<file path="config.mk">
export PLATFORM = sky130hd
export DESIGN_NAME = kmeans_centroid_update_flat
export DESIGN_NICKNAME = d
export VERILOG_FILES = /design/src/rtl/kmeans_centroid_update_if.sv /design/src/rtl/kmeans_centroid_update.sv /design/src/flat_wrapper.sv
export SDC_FILE = /design/constraint.sdc
export NUM_CORES = 2
export LEC_CHECK = 0
export CAP_MARGIN = 10
export CORE_UTILIZATION = 55
export CTS_CLUSTER_SIZE = 12
export DETAILED_ROUTE_END_ITERATION = 7
export GPL_TIMING_DRIVEN = 1
export HOLD_SLACK_MARGIN = 0.05
export PLACE_DENSITY = 0.78
export SETUP_SLACK_MARGIN = 0.02
export SYNTH_ARGS = -nofsm -noshare
export SYNTH_HDL_FRONTEND = slang
export SYNTH_SLANG_ARGS = --single-unit
</file>
<file path="constraint.sdc">
create_clock -name clk_i -period 85.6 [get_ports clk_i]
set_input_delay 25.68 -clock clk_i [delete_from_list [all_inputs] [get_ports clk_i]]
set_output_delay 25.68 -clock clk_i [all_outputs]
set_load 0.02 [all_outputs]
</file>
<file path="src/rtl/kmeans_centroid_update_if.sv">
// Sample/epoch handshake between the classifier side and the centroid updater.
// The master drives samples and epoch control; the slave returns the new centroid vector.
interface kmeans_centroid_update_if #(
    parameter int DW       = 16,
    parameter int CLUSTERS = 2,
    parameter int PARAMS   = 13,
    parameter int CLW      = (CLUSTERS > 1) ? $clog2(CLUSTERS) : 1
);
    logic                             clear_i;
    logic [PARAMS*DW-1:0]             data_i;
    logic [CLW-1:0]                   cluster_i;
    logic                             valid_i;
    logic                             ready_o;
    logic                             finish_i;
    logic [CLUSTERS*PARAMS*DW-1:0]    old_centroid_i;
    logic [CLUSTERS*PARAMS*DW-1:0]    centroid_o;
    logic                             centroid_valid_o;
    logic                             overflow_o;

    modport master (
        output clear_i, data_i, cluster_i, valid_i, finish_i, old_centroid_i,
        input  ready_o, centroid_o, centroid_valid_o, overflow_o
    );

    modport slave (
        input  clear_i, data_i, cluster_i, valid_i, finish_i, old_centroid_i,
        output ready_o, centroid_o, centroid_valid_o, overflow_o
    );
endinterface

</file>
<file path="src/rtl/kmeans_centroid_update.sv">
// Accumulates per-cluster feature sums and counts, then at epoch end divides every sum
// by its count with one shared restoring divider and publishes the new centroid vector.
module kmeans_centroid_update #(
    parameter int DW       = 16,
    parameter int CLUSTERS = 2,
    parameter int PARAMS   = 13,
    parameter int CNTW     = 16,
    parameter int CLW      = (CLUSTERS > 1) ? $clog2(CLUSTERS) : 1,
    parameter int AW       = DW + CNTW
) (
    input logic                     clk_i,
    input logic                     reset_i,
    kmeans_centroid_update_if.slave bus
);
    localparam int NE = CLUSTERS * PARAMS;
    localparam int PW = (PARAMS > 1) ? $clog2(PARAMS) : 1;
    localparam int EW = (NE > 1) ? $clog2(NE) : 1;
    localparam int SW = $clog2(AW + 1);

    typedef enum logic [1:0] {ACCUM, CALC, DONE} state_t;

    state_t              state;
    logic [AW-1:0]       sums   [CLUSTERS][PARAMS];
    logic [CNTW-1:0]     counts [CLUSTERS];
    logic [NE*DW-1:0]    shadow;

    logic [CLW-1:0]      c_idx;
    logic [PW-1:0]       p_idx;
    logic [EW-1:0]       elem;
    logic [SW-1:0]       step;
    logic [CNTW-1:0]     rem;
    logic [AW-1:0]       quo;
    logic [DW-1:0]       old_val;

    logic                in_range, full, accept, wipe;
    logic [CNTW-1:0]     divisor;
    logic [CNTW:0]       trial;
    logic                fits;
    logic [CNTW-1:0]     rem_next;
    logic [AW-1:0]       quo_next;

    // NOTE: every variable assigned in always_comb gets a value on every path, so no latch is inferred.
    always_comb begin
        in_range = int'(bus.cluster_i) < CLUSTERS;
        full     = in_range ? (counts[bus.cluster_i] == '1) : 1'b0;
        accept   = (state == ACCUM) && bus.valid_i && in_range && !full && !bus.clear_i;
        wipe     = bus.clear_i || (state == DONE);

        // One restoring step: shift the next dividend bit into the remainder, subtract if it fits.
        divisor  = counts[c_idx];
        trial    = {rem, quo[AW-1]};
        fits     = trial >= {1'b0, divisor};
        rem_next = fits ? CNTW'(trial - {1'b0, divisor}) : trial[CNTW-1:0];
        quo_next = {quo[AW-2:0], fits};
    end

    // NOTE: the sum/count arrays are real epoch state that must start at zero, so they are reset like any flop.
    always_ff @(posedge clk_i or posedge reset_i) begin
        if (reset_i) begin
            for (int c = 0; c < CLUSTERS; c++) begin
                counts[c] <= '0;
                for (int p = 0; p < PARAMS; p++) sums[c][p] <= '0;
            end
        end else if (wipe) begin
            for (int c = 0; c < CLUSTERS; c++) begin
                counts[c] <= '0;
                for (int p = 0; p < PARAMS; p++) sums[c][p] <= '0;
            end
        end else if (accept) begin
            counts[bus.cluster_i] <= counts[bus.cluster_i] + 1'b1;
            for (int p = 0; p < PARAMS; p++)
                sums[bus.cluster_i][p] <= sums[bus.cluster_i][p] + AW'(bus.data_i[p*DW +: DW]);
        end
    end

    always_ff @(posedge clk_i or posedge reset_i) begin
        if (reset_i) begin
            state                <= ACCUM;
            bus.ready_o          <= 1'b1;
            bus.centroid_o       <= '0;
            bus.centroid_valid_o <= 1'b0;
            bus.overflow_o       <= 1'b0;
            shadow               <= '0;
            c_idx                <= '0;
            p_idx                <= '0;
            elem                 <= '0;
            step                 <= '0;
            rem                  <= '0;
            quo                  <= '0;
            old_val              <= '0;
        end else begin
            bus.centroid_valid_o <= 1'b0;
            if (bus.clear_i) begin
                state          <= ACCUM;
                bus.ready_o    <= 1'b1;
                bus.overflow_o <= 1'b0;
            end else begin
                case (state)
                    ACCUM: begin
                        if (bus.valid_i && full) bus.overflow_o <= 1'b1;
                        if (bus.finish_i) begin
                            state       <= CALC;
                            bus.ready_o <= 1'b0;
                            c_idx       <= '0;
                            p_idx       <= '0;
                            elem        <= '0;
                            step        <= '0;
                        end
                    end
                    CALC: begin
                        if (step == '0) begin
                            rem     <= '0;
                            quo     <= sums[c_idx][p_idx];
                            old_val <= bus.old_centroid_i[int'(elem)*DW +: DW];
                            step    <= step + 1'b1;
                        end else begin
                            rem <= rem_next;
                            quo <= quo_next;
                            if (step == SW'(AW)) begin
                                // Empty clusters keep the centroid they had at the start of this element.
                                shadow[int'(elem)*DW +: DW] <= (divisor == '0) ? old_val : quo_next[DW-1:0];
                                step <= '0;
                                elem <= elem + 1'b1;
                                if (p_idx == PW'(PARAMS - 1)) begin
                                    p_idx <= '0;
                                    if (c_idx == CLW'(CLUSTERS - 1)) begin
                                        c_idx <= '0;
                                        state <= DONE;
                                    end else begin
                                        c_idx <= c_idx + 1'b1;
                                    end
                                end else begin
                                    p_idx <= p_idx + 1'b1;
                                end
                            end else begin
                                step <= step + 1'b1;
                            end
                        end
                    end
                    DONE: begin
                        bus.centroid_o       <= shadow;
                        bus.centroid_valid_o <= 1'b1;
                        bus.ready_o          <= 1'b1;
                        state                <= ACCUM;
                    end
                    default: begin
                        state       <= ACCUM;
                        bus.ready_o <= 1'b1;
                    end
                endcase
            end
        end
    end
endmodule

</file>
<file path="src/flat_wrapper.sv">
// flat-port wrapper written by rule: the top's interface ports become plain ports
module kmeans_centroid_update_flat 
#(
    parameter int DW       = 16,
    parameter int CLUSTERS = 2,
    parameter int PARAMS   = 13,
    parameter int CNTW     = 16,
    parameter int CLW      = (CLUSTERS > 1) ? $clog2(CLUSTERS) : 1,
    parameter int AW       = DW + CNTW
)
  (clk_i, reset_i, bus_clear_i, bus_data_i, bus_cluster_i, bus_valid_i, bus_finish_i, bus_old_centroid_i, bus_ready_o, bus_centroid_o, bus_centroid_valid_o, bus_overflow_o);
  kmeans_centroid_update_if #(.DW(DW), .CLUSTERS(CLUSTERS), .PARAMS(PARAMS), .CLW(CLW)) bus_i ();
  input logic clk_i;
  input logic reset_i;
  input wire logic [$bits(bus_i.clear_i)-1:0] bus_clear_i;
  input wire logic [$bits(bus_i.data_i)-1:0] bus_data_i;
  input wire logic [$bits(bus_i.cluster_i)-1:0] bus_cluster_i;
  input wire logic [$bits(bus_i.valid_i)-1:0] bus_valid_i;
  input wire logic [$bits(bus_i.finish_i)-1:0] bus_finish_i;
  input wire logic [$bits(bus_i.old_centroid_i)-1:0] bus_old_centroid_i;
  output wire logic [$bits(bus_i.ready_o)-1:0] bus_ready_o;
  output wire logic [$bits(bus_i.centroid_o)-1:0] bus_centroid_o;
  output wire logic [$bits(bus_i.centroid_valid_o)-1:0] bus_centroid_valid_o;
  output wire logic [$bits(bus_i.overflow_o)-1:0] bus_overflow_o;
  assign bus_i.clear_i = bus_clear_i;
  assign bus_i.data_i = bus_data_i;
  assign bus_i.cluster_i = bus_cluster_i;
  assign bus_i.valid_i = bus_valid_i;
  assign bus_i.finish_i = bus_finish_i;
  assign bus_i.old_centroid_i = bus_old_centroid_i;
  assign bus_ready_o = bus_i.ready_o;
  assign bus_centroid_o = bus_i.centroid_o;
  assign bus_centroid_valid_o = bus_i.centroid_valid_o;
  assign bus_overflow_o = bus_i.overflow_o;
  kmeans_centroid_update #(.DW(DW), .CLUSTERS(CLUSTERS), .PARAMS(PARAMS), .CNTW(CNTW), .CLW(CLW), .AW(AW)) u_core (.clk_i(clk_i), .reset_i(reset_i), .bus(bus_i));
endmodule
</file>
# After elaboration in Yosys (flattened, before gate mapping)

Cells that the tools add are included.

Add/sub/neg operators: 20
$mul: 0
Div/mod/pow operators: 0
Order comparisons: 5
Eq/ne operators: 15
Shifts and indexed selects: 3
Mux-type cells: 99
Bitwise gates (word level): 5
Reduce and logical (&&, ||, !) cells: 25

Operator list:

| cell                                                                      | count |
|---|---|
| 832-bit bitwise mux                                                       | 13 |
| 416-bit demux with 1-bit select                                           | 13 |
| 416-bit two-way mux                                                       | 7 |
| 832-bit two-way mux                                                       | 2 |
| 32-bit by 16-bit adder with 32-bit output                                 | 13 |
| 416-bit bitwise mux                                                       | 1 |
| 16-bit by 33-bit variable shift with 416-bit output, first input constant | 1 |
| 16-bit by 33-bit indexed part select with 416-bit output                  | 1 |
| 416-bit by 10-bit indexed part select with 16-bit output                  | 1 |
| 384-bit two-way mux                                                       | 1 |
| 352-bit two-way mux                                                       | 1 |
| 320-bit two-way mux                                                       | 1 |
| 288-bit two-way mux                                                       | 1 |
| 256-bit two-way mux                                                       | 1 |
| 224-bit two-way mux                                                       | 1 |
| 192-bit two-way mux                                                       | 1 |
| 32-bit two-way mux                                                        | 6 |
| 16-bit two-way mux                                                        | 10 |
| 160-bit two-way mux                                                       | 1 |
| 32-bit binary-select mux with 4-bit select                                | 1 |
| 128-bit two-way mux                                                       | 1 |
| 96-bit two-way mux                                                        | 1 |
| 64-bit two-way mux                                                        | 1 |
| 9-bit negator with 33-bit output                                          | 1 |
| 46 further kinds                                                          | 91 |

Register bits: 1781
Latch bits: 0
RAM bits: 0
ROM bits: 0
Bits of input ports: 630
Output and inout port bits: 419
Memories: 0

# Depth between registers and ports, before layout

Depth in word-level cells: 20
Gate-level depth with buffers: 25
Gate-level depth less buffers: 12

# Least setup slack after synthesis

Ideal clock, no wire load.

Path type: input port to flip-flop
Start point: input port bus_cluster_i
End point: register u_core.sums[214] in the netlist's numbering
Library setup time: 132 ps
Arrival time: 30172 ps
Data required time: 85468 ps
Setup slack: 55296 ps
Cell stages on the path: 23
Cells stage by stage: buf_6 > buf_8 > buf_12 > buf_12 > buf_8 > buf_6 > buf_4 > buf_4 > buf_2 > buf_2 > buf_2 > mux2_2 > ha_1 > fa_1 > a211oi_1 > o211ai_1 > a2111oi_0 > o31ai_1 > o41a_1 > buf_2 > nand3_1 > xor2_1 > nor2_1

Longest elaborated chain between the ends: 20

Ends and longest elaborated chain:

| element                                                 | line                                                       | RTL |
|---|---|---|
| from (decl)                                             | flat_wrapper.sv:17                                         | `input wire logic [$bits(bus_i.cluster_i)-1:0] bus_cluster_i;` |
| 1-bit NOT with 2-bit output (not written as such) (*)   | kmeans_centroid_update.sv:45, kmeans_centroid_update.sv:72 |  |
| 416-bit two-way mux (not written as such) (3 in series) | kmeans_centroid_update.sv:72                               | `sums[bus.cluster_i][p] <= sums[bus.cluster_i][p] + AW'(bus.data_i[p*DW +: DW]);` |
| 32-bit by 16-bit adder with 32-bit output               | kmeans_centroid_update.sv:72                               |  |
| 832-bit bitwise mux (13 in series)                      | kmeans_centroid_update.sv:72                               |  |
| 832-bit two-way mux                                     | kmeans_centroid_update.sv:69                               | `end else if (accept) begin` |
| 832-bit two-way mux                                     | kmeans_centroid_update.sv:64                               | `end else if (wipe) begin` |
| to (signal, indexed assignment)                         | kmeans_centroid_update.sv:72                               |  |
| to (decl)                                               | kmeans_centroid_update.sv:23                               | `logic [AW-1:0] sums [CLUSTERS][PARAMS];` |

Every way passes the cells marked *; elsewhere a longest branch is shown, timed or not. The select of a mux whose other input is x is not followed.
A chain may end at the register's enable or synchronous reset.

# Worst setup path after layout

Start point: input port bus_cluster_i
End point: register u_core.sums[333] in the netlist's numbering

Same word-level chain as after synthesis.

==> metrics <==
outcome completed; post-synthesis sequential element count 1781; syn avg cell area 10.4 sq um; max cap viols 0; commonest non-fill, non-tap cell in the layout dfrtp_1; share of post-route cells with drive strength above 1 0.168; sequential share of power 0.405; most frequent cells in the layout dfrtp_1 (1773), clkdlybuf4s50_1 (1047), nand2_1 (1040); Internal Power 1.53 mW; Setup crit start kind input pin; DR iter-0 viols 10000; Slowest-stage cell, CP buf_4; Min-Delay Path Class register to register; per-cell routed wire length 29.4 um; Final period util 0.359; ys flop type dfrtp_1; Comb pwr share 0.230; # DRC 0; total power 2.24 mW; Post-synth ARST share 1.00; clock network fraction of total power 0.365; root buf cell clkbuf_16; Slew Limit Fails 0; num rows 154; Clock Path Buffers 3; antenna viol nets, final 0; Netlist cell types 110; final setup vio count 0; Synth top area share 0.452; crit end category register; Die Y 425 um; CTS tree yes; post-DP HPWL 271000 um; yosys warns 0; first-pass GRT wire length 542000 um; Mapped Cells 9461; crit path buf inv count 5; start of the worst register-to-register path u_core.counts[17]$_DFFE_PP0P_; CP Data Arrival Time 31.51 ns; Finished Cell Area 0.117 sq mm; EDFF count, synth 0; Vias 84000; power per cell area 19.2 mW/mm^2; cell family with most CP delay buffers and inverters; Starting Density 0.556; Critical Path RT 86.37 ns; total core area 0.177 sq mm; min Tclk post-route 30.74 ns; Final Hold Vio Count 0; switching share of power 0.318; DIE AREA 0.181 sq mm; placed cell area 0.110 sq mm; drt first pass iters 7; Port Buffer Count 1048; Num CTS Buffers 188; Syn Nets 10300; hold_buf cts 0; CP Max Fanout 98; upper clock frequency limit 32.5 MHz; worst path cell trace buf_8 -> mux2_2 -> ha_1 -> inv_1 -> a221oi_2 -> a41oi_2 -> nand2_4 -> buf_4 -> buf_4 -> buf_4 -> and3_1 -> a21o_1; fillers 13300; setup TNS 0 ns; sw power 0.714 mW; HP Start u_core.sums[799]$_DFFE_PP0P_; Post-CTS Repair Setup Buffers 0; sequential cell area fraction in the yosys report 0.452; Critical Path Start bus_cluster_i; RSZ-0062 raised after global routing false; P_leak 51.4 nW; routed vias/inst 6.60; cell taking the most area after synthesis dfrtp_1; gr usage total 0.406; synthesis-to-layout area growth 18.5%; clock slew at reported path FFs 0.07 ns; Clk Latency, worst-skew pair 0.86 ns; number of primary I/O pins 1049; # resized after CTS 0; critical path class input pin to register; initial antenna violation count 79; vias in the first global route 81000; most used cell, CP buf_4; fin nets 11100; Max VDD drop 0.0000245 V; gp weighted congestion 1.00; max_slew headroom 0.0722; grt total ovfl 0; Mapped Area 0.0985 sq mm; ranking of synthesized cells by area dfrtp_1 (45%), mux2_2 (10%), mux4_2 (6.2%), o21ai_0 (4.0%), nand2_1 (4.0%); H-tree depth 4; Total Wirelength 374000 um; largest net degree at the start of global routing 234; peak per-stage delay on the critical path 0.97 ns; post-route clock skew 0.0367 ns; clock sinks 1781; worst-margin pin slew 1.39 ns; width of the chip 425 um
==> power by group through the flow <==
| stage | combinational (mW) | clock [mW] | sequential, mW |
|---|---|---|---|
| after floorplan | 0.322 | 0 | 0.902 |
| after global placement | 0.496 | 0 | 0.919 |
| after detailed placement | 0.504 | 0 | 0.921 |
| after CTS | 0.507 | 0.821 | 0.906 |
| after global routing | 0.542 | 0.854 | 0.910 |
| final | 0.515 | 0.819 | 0.907 |
==> logic make-up (layout without fill, tap and decap cells) <==
| group | Yosys count | after routing | synth area share |
|---|---|---|---|
| simple gates | 2955 | 2955 | 0.140 |
| xor+xnor | 354 | 354 | 0.0315 |
| fa+ha+maj | 246 | 246 | 0.0323 |
| buf+inv | 739 | 1590 | 0.0327 |
| other cells | 0 | 85 | 0 |
| flops | 1781 | 1781 | 0.452 |
| compound gates | 1991 | 1991 | 0.124 |
| mux | 1395 | 1395 | 0.187 |
==> final cells by class <==
type                    instances  area, sq um  area share
multi-input cells            6941        50900       0.436
flip-flops and latches       1781        44600       0.382
repair buffers               1186        11700      0.0999
clock buffers                 250         5240      0.0449
well taps                    2340         2930      0.0251
clock inverters                51          778     0.00667
inverters                     103          394     0.00338
diodes                         85          213     0.00182
==> state kept, by name, summed over array words and instances (netlist names) <==
signal and flops:
u_core.sums 832, u_core.bus.centroid_o 416, u_core.shadow 416, u_core.counts 32, u_core.quo 32, u_core.old_val 16, u_core.rem 16, u_core.step 6
u_core.elem 5, u_core.p_idx 4, u_core.state 2, u_core.bus.centroid_valid_o 1, u_core.bus.overflow_o 1, u_core.bus.ready_o 1, u_core.c_idx 1
==> worst register-to-register path, cell delays in order, from the launching register on <==
cell,delay (ns)
dfrtp_1,0.44
mux2_2,0.19
ha_1,0.16
inv_1,0.08
a221oi_2,0.34
a41oi_2,0.48
nand2_4,0.94
buf_4,0.85
buf_4,1.08
buf_4,0.80
and3_1,0.30
a21o_1,0.08
==> through the flow <==
| stage | std cells | hold slack, ns | util | worst slack [ns] |
|---|---|---|---|---|
| finish | 12700 | 0.474 | 0.659 | 54.86 |
| CTS | 12700 | 0.471 | 0.658 | 54.99 |
| global route | 12700 | 0.480 | 0.659 | 54.29 |
| detailed placement | 12400 | 0.462 | 0.624 | 54.10 |
| floorplan | 9461 | 0.440 | - | 9.64 |
| global placement | 12400 | 0.456 | 0.624 | 54.19 |
==> cell usage after synthesis, types with 41 or more instances <==
cell type,number
a211oi_1,58
or2_2,68
mux4_2,270
buf_2,192
mux2_2,878
and3_1,77
o211ai_1,80
nand2b_1,49
ha_1,232
a21oi_1,379
o21a_1,60
a31oi_1,96
nand4_1,61
inv_1,101
a21o_1,128
o21ai_0,789
xnor2_1,156
xor2_1,198
o31ai_1,66
clkbuf_1,350
nor2_1,586
or3_1,58
mux2i_1,247
o22ai_1,41
nand3_1,687
buf_1,58
nand2_1,1043
nor3_1,85
dfrtp_1,1780
==> metal layers <==
metal,vias to the layer above,share of wire,global-route usage
met5,-,0.00075,0.00423
met4,30,0.10,0.346
met3,1129,0.087,0.0828
met2,4805,0.45,0.621
met1,42100,0.36,0.492
li1,35900,-,-
==> final timing paths <==
kind                                                           to  slack, ns  cells after the start
min in group asynchronous  u_core.bus.centroid_o[320]$_DFFE_PP0P_      25.36                      2
max in group asynchronous  u_core.bus.centroid_o[117]$_DFFE_PP0P_      55.15                      7
max                                  u_core.sums[333]$_DFFE_PP0P_      54.86                     12
min reg2reg                          u_core.sums[799]$_DFFE_PP0P_       0.47                      1
max reg2reg                          u_core.sums[333]$_DFFE_PP0P_      79.77                     11
min                                  u_core.sums[799]$_DFFE_PP0P_       0.47                      1
(Power assumes the default switching activity.)
